`src/rtl/ua_pkg.sv`:
```
// Frame constants and FSM encoding shared by the UART transmitter and receiver.
package ua_pkg;

   localparam int   UA_DATA_BITS = 8;
   localparam logic UA_START_LVL = 1'b0;
   localparam logic UA_STOP_LVL  = 1'b1;
   localparam logic UA_IDLE_LVL  = 1'b1;

   typedef enum logic [1:0] {
      ST_IDLE  = 2'd0,
      ST_START = 2'd1,
      ST_DATA  = 2'd2,
      ST_STOP  = 2'd3
   } ua_state_e;

endpackage

```
`src/rtl/ua_bit_timer.sv`:
```
// Oversample bit timer: counts enable ticks 0..OVERSAMPLE-1 and flags the last tick of each bit.
module ua_bit_timer #(
   parameter int OVERSAMPLE = 16
) (
   input  logic clk,
   input  logic rst,
   input  logic enable,
   input  logic clear,
   output logic bit_end
);

   // Counter is 4 bits, so OVERSAMPLE must stay within 2..16.
   localparam logic [3:0] LAST = 4'(OVERSAMPLE - 1);

   logic [3:0] count_q, count_d;

   always_comb begin
      count_d = count_q;
      if (clear) begin
         count_d = 4'd0;
      end else if (enable) begin
         count_d = (count_q == LAST) ? 4'd0 : count_q + 4'd1;
      end
   end

   assign bit_end = enable && !clear && (count_q == LAST);

   always_ff @(posedge clk or posedge rst) begin
      if (rst) begin
         count_q <= 4'd0;
      end else begin
         count_q <= count_d;
      end
   end

endmodule

```
`src/rtl/ua_transmitter.sv`:
```
// UART transmitter: one-byte holding register feeding an 8N1/8N2 shifter paced by the oversample tick.
module ua_transmitter import ua_pkg::*; #(
   parameter int OVERSAMPLE = 16,
   parameter int STOP_BITS  = 1
) (
   input  logic       clk,
   input  logic       rst,
   input  logic       enable,
   input  logic [7:0] din_byte,
   input  logic       din_valid,
   output logic       din_ready,
   output logic       ser_out,
   output logic       tx_busy,
   output logic       tx_done
);

   localparam logic [2:0] DATA_LAST = 3'(UA_DATA_BITS - 1);
   localparam logic [2:0] STOP_LAST = 3'(STOP_BITS - 1);

   ua_state_e  state_q, state_d;
   logic [7:0] shift_q, shift_d;
   logic [7:0] hold_reg_q, hold_reg_d;
   logic       hold_full_q, hold_full_d;
   logic [2:0] bit_idx_q, bit_idx_d;
   logic       ser_out_q, ser_out_d;
   logic       tx_busy_q, tx_busy_d;
   logic       tx_done_q, tx_done_d;

   logic       accept;
   logic       load;
   logic       bit_end;

   assign accept = din_valid && !hold_full_q;

   ua_bit_timer #(
      .OVERSAMPLE(OVERSAMPLE)
   ) u_bit_timer (
      .clk    (clk),
      .rst    (rst),
      .enable (enable),
      .clear  (state_q == ST_IDLE),
      .bit_end(bit_end)
   );

   always_comb begin
      state_d     = state_q;
      shift_d     = shift_q;
      hold_reg_d  = hold_reg_q;
      hold_full_d = hold_full_q;
      bit_idx_d   = bit_idx_q;
      ser_out_d   = ser_out_q;
      tx_done_d   = 1'b0;
      load        = 1'b0;

      case (state_q)
         ST_IDLE: begin
            if (enable && hold_full_q) begin
               load      = 1'b1;
               ser_out_d = UA_START_LVL;
               state_d   = ST_START;
            end
         end
         ST_START: begin
            if (bit_end) begin
               ser_out_d = shift_q[0];
               bit_idx_d = 3'd0;
               state_d   = ST_DATA;
            end
         end
         ST_DATA: begin
            if (bit_end) begin
               if (bit_idx_q == DATA_LAST) begin
                  ser_out_d = UA_STOP_LVL;
                  bit_idx_d = 3'd0;
                  state_d   = ST_STOP;
               end else begin
                  shift_d   = {1'b0, shift_q[7:1]};
                  ser_out_d = shift_q[1];
                  bit_idx_d = bit_idx_q + 3'd1;
               end
            end
         end
         ST_STOP: begin
            if (bit_end) begin
               if (bit_idx_q == STOP_LAST) begin
                  tx_done_d = 1'b1;
                  bit_idx_d = 3'd0;
                  // A queued byte starts on this same edge so frames abut with no idle gap.
                  if (hold_full_q) begin
                     load      = 1'b1;
                     ser_out_d = UA_START_LVL;
                     state_d   = ST_START;
                  end else begin
                     state_d = ST_IDLE;
                  end
               end else begin
                  bit_idx_d = bit_idx_q + 3'd1;
               end
            end
         end
         default: state_d = ST_IDLE;
      endcase

      if (load) begin
         shift_d     = hold_reg_q;
         hold_full_d = 1'b0;
      end
      // A new byte arriving as the old one leaves must keep the register full.
      if (accept) begin
         hold_reg_d  = din_byte;
         hold_full_d = 1'b1;
      end

      tx_busy_d = (state_d != ST_IDLE);
   end

   always_ff @(posedge clk or posedge rst) begin
      if (rst) begin
         state_q     <= ST_IDLE;
         shift_q     <= 8'd0;
         hold_reg_q  <= 8'd0;
         hold_full_q <= 1'b0;
         bit_idx_q   <= 3'd0;
         ser_out_q   <= UA_IDLE_LVL;
         tx_busy_q   <= 1'b0;
         tx_done_q   <= 1'b0;
      end else begin
         state_q     <= state_d;
         shift_q     <= shift_d;
         hold_reg_q  <= hold_reg_d;
         hold_full_q <= hold_full_d;
         bit_idx_q   <= bit_idx_d;
         ser_out_q   <= ser_out_d;
         tx_busy_q   <= tx_busy_d;
         tx_done_q   <= tx_done_d;
      end
   end

   assign din_ready = !hold_full_q;
   assign ser_out   = ser_out_q;
   assign tx_busy   = tx_busy_q;
   assign tx_done   = tx_done_q;

endmodule

```
`config.mk`:
```
export PLATFORM = sky130hd
export DESIGN_NAME = ua_transmitter
export DESIGN_NICKNAME = d
export VERILOG_FILES = /design/src/rtl/ua_pkg.sv /design/src/rtl/ua_bit_timer.sv /design/src/rtl/ua_transmitter.sv
export SDC_FILE = /design/constraint.sdc
export NUM_CORES = 1
export LEC_CHECK = 0
export CAP_MARGIN = 25
export CORE_ASPECT_RATIO = 0.9
export CORE_MARGIN = 2
export CORE_UTILIZATION = 52
export CTS_CLUSTER_DIAMETER = 80
export DETAILED_ROUTE_END_ITERATION = 10
export PLACE_DENSITY = 0.74
export RECOVER_POWER = 100
export SLEW_MARGIN = 20
export SYNTH_ARGS = -nofsm -noshare
export SYNTH_HDL_FRONTEND = slang
export SYNTH_SLANG_ARGS = --single-unit
```
`constraint.sdc`:
```
create_clock -name clk -period 3.8 [get_ports clk]
set_input_delay 0.76 -clock clk [delete_from_list [all_inputs] [get_ports clk]]
set_output_delay 0.76 -clock clk [all_outputs]
set_load 0.005 [all_outputs]
```
==> results of run 1 <==
Yosys cell counts (2+ instances only):
master / instances
nor3_1: 2
buf_6: 2
o21ai_0: 5
mux2i_1: 2
o211ai_1: 2
nand2_1: 13
or3_1: 2
mux2_4: 14
inv_1: 10
dfrtp_1: 28
mux2_2: 9
nand3b_1: 2
ha_1: 8
a21oi_1: 6
nor2_1: 6
clkbuf_1: 2
worst register-to-register path: stages, from the launching register on:
cell       delay, ns
dfrtp_1         0.46
inv_1           0.11
ha_1            0.40
nand4bb_1       0.38
o21ai_0         0.22
nand3b_1        0.45
mux2_4          0.45
power breakdown:
group	switching [mW]	total, mW	internal (mW)
clock	0.114	0.221	0.107
combinational	0.183	0.431	0.247
sequential	0.0838	0.520	0.437
cell type report:
class,instances,area (um^2)
multi-input combinational,91,748.2
fill,230,1028
sequential,29,726.9
timing repair buffer,16,153.9
clock buffer,7,65.06
clock inverter,1,5.005
tap,40,50.05
inverter,10,37.54
path summary, 6_finish.rpt:
check / depth (start not counted) / slack [ns] / startpoint / endpoint
setup / recovery: 5 / 0.98 / enable / shift_q[3]
hold / removal: 1 / 0.52 / hold_reg_q[4] / shift_q[4]
setup reg to reg: 6 / 1.21 / state_q[0] / shift_q[4]
hold reg to reg: 1 / 0.52 / hold_reg_q[4] / shift_q[4]
max in group asynchronous: 3 / 1.77 / rst / shift_q[4]
min in group asynchronous: 2 / 0.86 / rst / tx_busy
sequential cells by signal (all words and copies together) (netlist names):
signal,flops
u_bit_timer.count_q,4
tx_done,1
state_q,2
shift_q,8
tx_busy,1
hold_reg_q,8
hold_full_q,1
bit_idx_q,3
ser_out,1
placed cells by master, fill, tap and decap left out, types with 7 or more instances in the layout:
cell type | synthesis | final
clkdlybuf4s50_1 | 0 | 8
inv_1 | 10 | 10
mux2_2 | 9 | 9
dfrtp_1 | 28 | 28
mux2_1 | 0 | 7
nand2_1 | 13 | 13
mux2_4 | 14 | 7
ha_1 | 8 | 8
dlygate4sd3_1 | 0 | 7
through the flow:
| stage | std cells | setup WS [ns] |
|---|---|---|
| after global routing | 194 | 0.8086 |
| final | 194 | 0.9822 |
| after floorplan | 134 | 1.628 |
| after CTS | 194 | 1.196 |
| after detailed placement | 186 | 0.8302 |
| after global placement | 185 | 0.9020 |
layer usage:
metal | vias to the layer above | GRT usage [%] | share of wire [%]
met2 | 26 | 30.75 | 49
met3 | 11 | 5.010 | 4.4
met4 | 0 | 12.70 | 3.5
li1 | 513 | - | -
met1 | 516 | 22.80 | 43
met5 | - | 0 | 0
logic make-up after synthesis:
logic type      Yosys count  share of synthesized area [%]
compound gates           25                          10.90
xor+xnor                  1                         0.5530
fa+ha+maj                 8                          6.319
buf+inv                  14                          4.266
flops                    29                          45.89
mux                      25                          20.93
simple gates             32                          11.14
==> results.md, run 1 <==
- Status: finished clean
- GR Util All Layers: 19.14%
- Synth area leader: dfrtp_1
- Slowest cell on crit path: dlygate4sd3_1
- Synthesis-to-finish area growth: 12.80%
- Lkg Pwr: roughly 0.81 nW
- Total power draw: ~1.2 mW
- FP Rows: 18
- CP Cell Sequence: dlygate4sd3_1 -> nand4_1 -> or3_1 -> mux2_1 -> mux2_4
- Crit path max-delay family: simple AND/OR/NAND/NOR gates
- MaxCap Viol Count: 0
- Setup bufs post-CTS: 0
- Max Freq: roughly 350 MHz
- Fin area: 1787 um^2
- Post-cts sizing count: 0
- Hold_ws: ~0.52 ns
- Final core utilization: approximately 63%
- Least-Margin Pin Slew: between 0.8 and 0.9 ns
- Starting Density: ~56%
- CP arrival: 3.06 ns
- Synth unique cells: 37
- Die Y: 56.36 um
- Top cell type's share of synthesized area: around 44%
- Hpwl dp: between 2000 and 2500 um
- Predominant post-synthesis flop cell: dfrtp_1
- # IOs: 16
- Yosys warnings: 0
- Share of cells above drive strength 1: between 10% and 20%
- Final setup viols: 0
- Post-synth EDFFs: 0
- PwrDens: 655.8 nW/um^2
- Clock transition at path regs: 0.09 ns
- Routed len/inst: between 15 and 20 um
- Period utilisation layout: roughly 74%
- Slew Limit Fails: 0
- CTS Sinks: 29
- CP endpoint kind: flip-flop
- CTS root buf: clkbuf_4
- Type of the worst setup path: in -> reg
- Initial antenna violation count: 0
- Cts hold-fix bufs: 0
- Final #Nets: 173
- First-pass GRT wire length: between 5000 and 6000 um
- Max-slew headroom: between 40% and 50%
- Synth Net Count: between 150 and 200
- Cell Area, Placed: approximately 1800 um^2
- Register area share after synthesis: a little under half
- Clk buf depth: 2
- Skew final: about 0.0057 ns
- Worst path required time: ~4.0 ns
- Routed Antenna Nets: 0
- GRT overflow: 0
- CP peak stage delay: about 0.67 ns
- Syn Area/Cell: 11.82 um^2
- DRC Markers: 0
- Worst skew pair latency: roughly 0.35 ns
- DRT Pass-1 Iters: 5
- Mapped Area: between 1500 and 2000 um^2
- Top post-synthesis cells by area: dfrtp_1 (44%), mux2_4 (13%), mux2_2 (6.4%)
- Post-route setup TNS: 0 ns
- Vias in the first global route: roughly 1100
- Die area: ~3500 um^2
- Final hold vios: 0
- Synth Instances: between 100 and 150
- Maximum ir drop on the vdd rail: 0.3754 mV
- Initial DRC Count: 22
- Antenna diode count: 0
- Startpoint types: primary input
- CTS HTree Levels: 2
- Ys async rst share: 100.0%
- Vias per inst: 5.495
- #FFs+latches synth: 29
- Post-layout min period: around 2.8 ns
- Total number of vias: approximately 1100
- Hold Crit Class: reg -> reg
- GP Congestion: between 0.8 and 0.9
- RSZ-0062 raised after global routing: false
- Die X: between 60 and 70 um
- TritonCTS clock tree: done
- IO buf count: 15
- Buf/Inv on CP: 1
- Worst-path maximum fanout: 10
- Maximum number of pins on one net before global-route repair: 18
- Core ar.: around 2800 um^2
- Num CTS Buffers: 5
- Drt total wl: just under 3000 um
Power figures use the tool's default switching activity.
==> run 2, diff against run 1 <==
==> constraint.sdc (replaced) <==
create_clock -name clk -period 2.95 [get_ports clk]
set_input_delay 0.59 -clock clk [delete_from_list [all_inputs] [get_ports clk]]
set_output_delay 0.59 -clock clk [all_outputs]
set_load 0.005 [all_outputs]
==> run 2 against run 1 <==
Critical path depth unchanged. Via count barely moved. Clock power is 82% higher. Power increased by 39%. Worst hold slack gained 0.0040 ns. Core utilization increased by 1.7 points. Sequential power is 29% higher. Count of clock-buffer cells in the layout fell by 2. Register-to-register slack got worse by 0.62 ns. Critical path type unchanged. Worst setup slack worse by 0.53 ns. First-iteration DRC count down 27%.
==> results.md, run 2 (synthesized netlist as in run 1, its figures left out) <==
- Vias per inst: 5.416 (-1.4%)
- MaxCap Viol Count: 0 (unchanged)
- IO buf count: 15 (unchanged)
- CTS Sinks: 29 (unchanged)
- Post-cts sizing count: 0 (unchanged)
- Status: finished clean
- Die area: 3504 um^2 (unchanged)
- Final hold vios: 0 (unchanged)
- Initial antenna violation count: 0 (unchanged)
- Top flop regs: hold_reg_q: 8 flops, shift_q: 8 flops, u_bit_timer.count_q: 4 flops
- Cell Area, Placed: 1784 um^2 (+0.14%)
- Slew Limit Fails: 0 (unchanged)
- CTS root buf: clkbuf_4
- Drt total wl: 2711 um (-7.6%)
- Max-slew headroom: 51.40% (+11 points)
- Worst path required time: 3.16 ns (-0.88 ns)
- Fin area: 1834 um^2 (+2.7%)
- Final core utilization: 65.16% (+1.7 points)
- Buf/Inv on CP: 1 (unchanged)
- GP Congestion: 0.8836 (+3.7%)
- Non-Filler Instances: 197 (+1.5%)
- Crit path max-delay family: simple AND/OR/NAND/NOR gates
- Starting Density: 56.27% (unchanged)
- Total number of vias: 1067 (+0.094%)
- Least-Margin Pin Slew: 0.7282 ns (-0.1679 ns)
- Share of cells above drive strength 1: 19.11% (+0.28 points)
- Cell Count Post-Placement: 189 (+1.6%)
- PwrDens: 889.8 nW/um^2 (+36%)
- Most frequent cells in the layout: dfrtp_1 (28), nand2_1 (13), inv_1 (10)
- CP arrival: 2.71 ns (-0.35 ns)
- Clk buf depth: 2 (unchanged)
- GR Util All Layers: 17.40% (-1.7 points)
- DRC Markers: 0 (unchanged)
- Core ar.: 2815 um^2 (unchanged)
- Post-route setup TNS: 0 ns (unchanged)
- RSZ-0062 raised after global routing: false
- Skew final: 0.008171 ns (+0.002517 ns)
- Initial DRC Count: 16 (-27%)
- Fill count: 228 (-0.87%)
- GRT overflow: 0 (unchanged)
- Routed len/inst: 13.76 um (-9.0%)
- TritonCTS clock tree: done
- Final #Nets: 176 (+1.7%)
- Antenna diode count: 0 (unchanged)
- Worst skew pair latency: 0.33 ns (-0.02 ns)
- Slowest cell on crit path: or3_1
- Post-layout min period: roughly 2.5 ns
- # IOs: 16 (unchanged)
- Lkg Pwr: 0.8335 nW (+2.6%)
- Maximum number of pins on one net before global-route repair: 21 (+3)
- CP peak stage delay: 0.62 ns (-0.05 ns)
- Hold Crit Class: reg -> reg
- Cts hold-fix bufs: 0 (unchanged)
- Routed Antenna Nets: 0 (unchanged)
- CP startpoint: enable
- CP Cell Sequence: dlygate4sd3_1 -> nand4_1 -> or3_1 -> mux2_1 -> mux2_4
- Num CTS Buffers: 5 (unchanged)
- Die Y: 56.36 um (unchanged)
- Worst-path maximum fanout: 10 (unchanged)
- Maximum ir drop on the vdd rail: 0.6573 mV (+75%)
- Commonest non-fill, non-tap cell in the layout: dfrtp_1
- Max Freq: between 400 and 500 MHz
- FP Rows: 18 (unchanged)
- Hpwl dp: 2013 um (-7.2%)
- CP endpoint kind: flip-flop
- Die X: 62.18 um (unchanged)
- Vias in the first global route: 1060 (-7.6%)
- Reg-to-Reg Start: state_q[0]
- Critical hold path startpoint: hold_reg_q[1]
- Synthesis-to-finish area growth: 15.80%
- Place WS: 0.3253 ns (-0.5049 ns)
- Hold_ws: 0.5212 ns (+0.004042 ns)
- Period utilisation layout: between 80% and 90%
- CTS HTree Levels: 2 (unchanged)
- Type of the worst setup path: in -> reg
- Setup bufs post-CTS: 0 (unchanged)
- Final setup viols: 0 (unchanged)
- Final Worst Setup Slack: 0.4533 ns (-0.5289 ns)
- First-pass GRT wire length: 4733 um (-6.7%)
- Total power draw: 1.632 mW (+39%)
- Clock transition at path regs: 0.09 ns (about the same)
- DRT Pass-1 Iters: 6 (+1)
- Startpoint types: primary input
## run 2: cell count changes in the layout (fill, tap and decap cells not counted), sizes merged
cell | previous run | this run
bufinv | 0 | 2
buf | 0 | 1
## run 2: path summary, 6_finish.rpt
kind / slack [ns] / cells after the start / to
worst min-delay path: 0.52 / 1 / shift_q[1]
max in group asynchronous: 1.16 / 3 / bit_idx_q[1]
worst max register to register: 0.59 / 6 / shift_q[3]
worst max-delay path: 0.45 / 5 / shift_q[0]
worst min register to register: 0.52 / 1 / shift_q[1]
min in group asynchronous: 0.81 / 2 / shift_q[6]
## run 2: power by group
group	internal, mW	switching, mW
Clock	0.262	0.140
Sequential	0.562	0.108
Combinational	0.326	0.233
## run 2: area by class of cell
type | count | area [um^2] | area share (%)
Tap cell | 40 | 50.05 | 2.729
Inverter | 10 | 37.54 | 2.046
Sequential cell | 29 | 726.9 | 39.63
Clock inverter | 3 | 65.06 | 3.547
Clock buffer | 5 | 37.54 | 2.046
Timing Repair Buffer | 19 | 168.9 | 9.209
Multi-Input combinational cell | 91 | 748.2 | 40.79
## run 2: per-layer routing
layer  wire length [um]  global-route usage [%]
met3                105                   5.210
met5                  0                       0
met4                 39                   5.714
met1               1335                   22.44
met2               1230                   28.26
==> run 3, diff against run 2 <==
--- a/config.mk
+++ b/config.mk
@@ -8,7 +8,7 @@
 export CAP_MARGIN = 25
 export CORE_ASPECT_RATIO = 0.9
 export CORE_MARGIN = 2
-export CORE_UTILIZATION = 52
+export CORE_UTILIZATION = 50
 export CTS_CLUSTER_DIAMETER = 80
 export DETAILED_ROUTE_END_ITERATION = 10
 export PLACE_DENSITY = 0.74
==> constraint.sdc (replaced) <==
create_clock -name clk -period 2 [get_ports clk]
set_input_delay 0.4 -clock clk [delete_from_list [all_inputs] [get_ports clk]]
set_output_delay 0.4 -clock clk [all_outputs]
set_load 0.005 [all_outputs]
==> run 3 against run 2 <==
Global-route usage rose by 0.84 points. Worst setup slack got worse by 0.44 ns. Critical path depth rose by 1.
==> results.md, run 3 (synthesized netlist as in run 1, its figures left out) <==
- Area of the multi-input gates: 819.5 um^2 (+9.5%)
- Critical hold path startpoint: hold_reg_q[2]
- Worst reg2reg path depth: 6 (unchanged)
- IO buf count: 15 (unchanged)
- Most frequent cells in the layout: dfrtp_1 (28), buf_4 (15), mux2_4 (14), clkdlybuf4s50_1 (14), nand2_1 (13)
- Maximum ir drop on the vdd rail: 0.5982 mV (-9.0%)
- Total number of vias: 1099 (+3.0%)
- GRT overflow: 0 (unchanged)
- Final hold vios: 0 (unchanged)
- Reg2reg setup slack: 0.008 ns (-0.58 ns)
- Initial DRC Count: 28 (+12)
- DRC Markers: 0 (unchanged)
- Hold Crit Class: reg -> reg
- Antenna diode count: 0 (unchanged)
- MaxCap Viol Count: 0 (unchanged)
- Worst path required time: 2.22 ns (-0.94 ns)
- Skew final: 0.004090 ns (-0.004081 ns)
- Critical Path Most Common Cell: mux2_4
- Reg area: 726.9 um^2 (unchanged)
- RSZ-0062 raised after global routing: true
- GP Congestion: 0.7779 (-12%)
- Status: finished clean
- Slew Limit Fails: 0 (unchanged)
- GR Util All Layers: 18.24% (+0.84 points)
- Core ar.: 3043 um^2 (+8.1%)
- Synthesis-to-finish area growth: 25.83%
- Drt total wl: 2926 um (+7.9%)
- CP arrival: 2.21 ns (-0.50 ns)
- CP endpoint kind: flip-flop
- Period utilisation layout: between 90 and 100%
- Hold depth: 1 (unchanged)
- Vias in the first global route: 1174 (+11%)
- FP Rows: 19 (+1)
- Reg-to-Reg Start: bit_idx_q[1]
- Max Freq: around 500 MHz
- Post-layout min period: between 1.5 and 2 ns
- # IOs: 16 (unchanged)
- First-pass GRT wire length: 5050 um (+6.7%)
- Hpwl dp: 2084 um (+3.6%)
- Least-Margin Pin Slew: 0.7020 ns (-0.02619 ns)
- Routed len/inst: 13.80 um (+0.29%)
- Vias per inst: 5.184 (-4.3%)
- Slowest cell on crit path: or3_4
- Cell Count Post-Placement: 202 (+6.9%)
- Final setup viols: 0 (unchanged)
- Initial antenna violation count: 0 (unchanged)
- Die Y: 57.40 um (+1.8%)
- DRT Pass-1 Iters: 4 (-2)
- CTS Sinks: 29 (unchanged)
- Top flop regs: hold_reg_q: 8 flops, shift_q: 8 flops, u_bit_timer.count_q: 4 flops
- Maximum number of pins on one net before global-route repair: 30 (+43%)
- TritonCTS clock tree: done
- Lkg Pwr: 0.9215 nW (+11%)
- Type of the worst setup path: reg -> reg
- Total power draw: 2.486 mW (+52%)
- Clk buf depth: 2 (unchanged)
- Die area: 3635 um^2 (+3.7%)
- Startpoint types: flip-flop
- Num CTS Buffers: 5 (unchanged)
- Final #Nets: 189 (+7.4%)
- Non-Filler Instances: 212 (+7.6%)
- CTS root buf: clkbuf_4
- CP Cell Sequence: ha_2 -> ha_4 -> nand2b_4 -> or3_4 -> mux2_4 -> mux2_4
- Hold endpoint: shift_q[2]
- CP peak stage delay: 0.41 ns (-0.21 ns)
- Worst-path maximum fanout: 8 (-2)
- CTS HTree Levels: 2 (unchanged)
- End of the worst register-to-register path: shift_q[6]
- PwrDens: 1247 nW/um^2 (+40%)
- Fill count: 251 (+10%)
- Commonest non-fill, non-tap cell in the layout: dfrtp_1
- Die X: 63.33 um (+1.9%)
- Starting Density: 52.06% (-4.2 points)
- Share of cells above drive strength 1: 33.53% (+14 points)
- Max-slew headroom: 53.20% (+1.8 points)
- Worst skew pair latency: 0.33 ns (about the same)
- Clock transition at path regs: 0.09 ns (about the same)
- Routed Antenna Nets: 0 (unchanged)
-- run 3: power by group --
group	switching [mW]	total (mW)	internal, mW
registers	0.150	0.980	0.830
clock network	0.202	0.501	0.298
logic	0.393	1.01	0.612
total	0.745	2.49	1.74
-- run 3: repair_timing --
item                                    in CTS  in global routing
resized for setup                            1                  2
endpoints found under the setup margin       7                  7
buffers inserted                             1                  2
pin swaps                                    3                  1
hold buffers                                 0                  0
-- run 3: cell type report --
class / instances / share of cell area (%)
clock buffer: 7 / 2.762
clock inverter: 1 / 1.507
inverter: 10 / 1.883
multi-input combinational: 91 / 41.12
sequential: 29 / 36.47
tap: 42 / 2.637
timing repair buffer: 32 / 13.62
-- run 3: layer usage --
metal | vias to the layer above | track usage [%] | share of wire [%]
met3 | 11 | 4.734 | 4.2
met2 | 28 | 31.88 | 49
met1 | 517 | 20.23 | 43
met5 | - | 0 | 0
met4 | 0 | 10.56 | 3.5
li1 | 543 | - | -
-- run 3: stage by stage --
step	cell area, um^2	setup WS (ns)	util, %	TNS [ns]	hold WS (ns)
final	1993	0.008445	65.50	0	0.5087
after global routing	1993	-0.04979	65.50	-0.1882	0.5350
after CTS	1988	-0.02474	65.34	-0.09991	0.4334
after detailed placement	1892	-0.2106	62.17	-1.747	0.4923
after global placement	1892	-0.2080	62.17	-1.672	0.4903
after floorplan	1607	-0.007741	-	-0.05419	0.4774
-- run 3: how the worst max path moves through the flow --
stage	slack, ns	depth (start not counted)	start	to
finish	0.008	6	bit_idx_q[1]	shift_q[6]
detailed placement	-0.21	6	enable	shift_q[6]
CTS	-0.02	7	bit_idx_q[0]	shift_q[6]
floorplan	-0.008	7	bit_idx_q[1]	shift_q[0]
global route	-0.05	6	bit_idx_q[1]	shift_q[6]
global placement	-0.21	6	enable	shift_q[3]
-- run 3: worst max-delay path, delay by kind of cell (launching register included) --
family	cells	cell delay [ns]
mux	2	0.58
flops	1	0.40
simple gates	2	0.54
fa+ha+maj	2	0.36
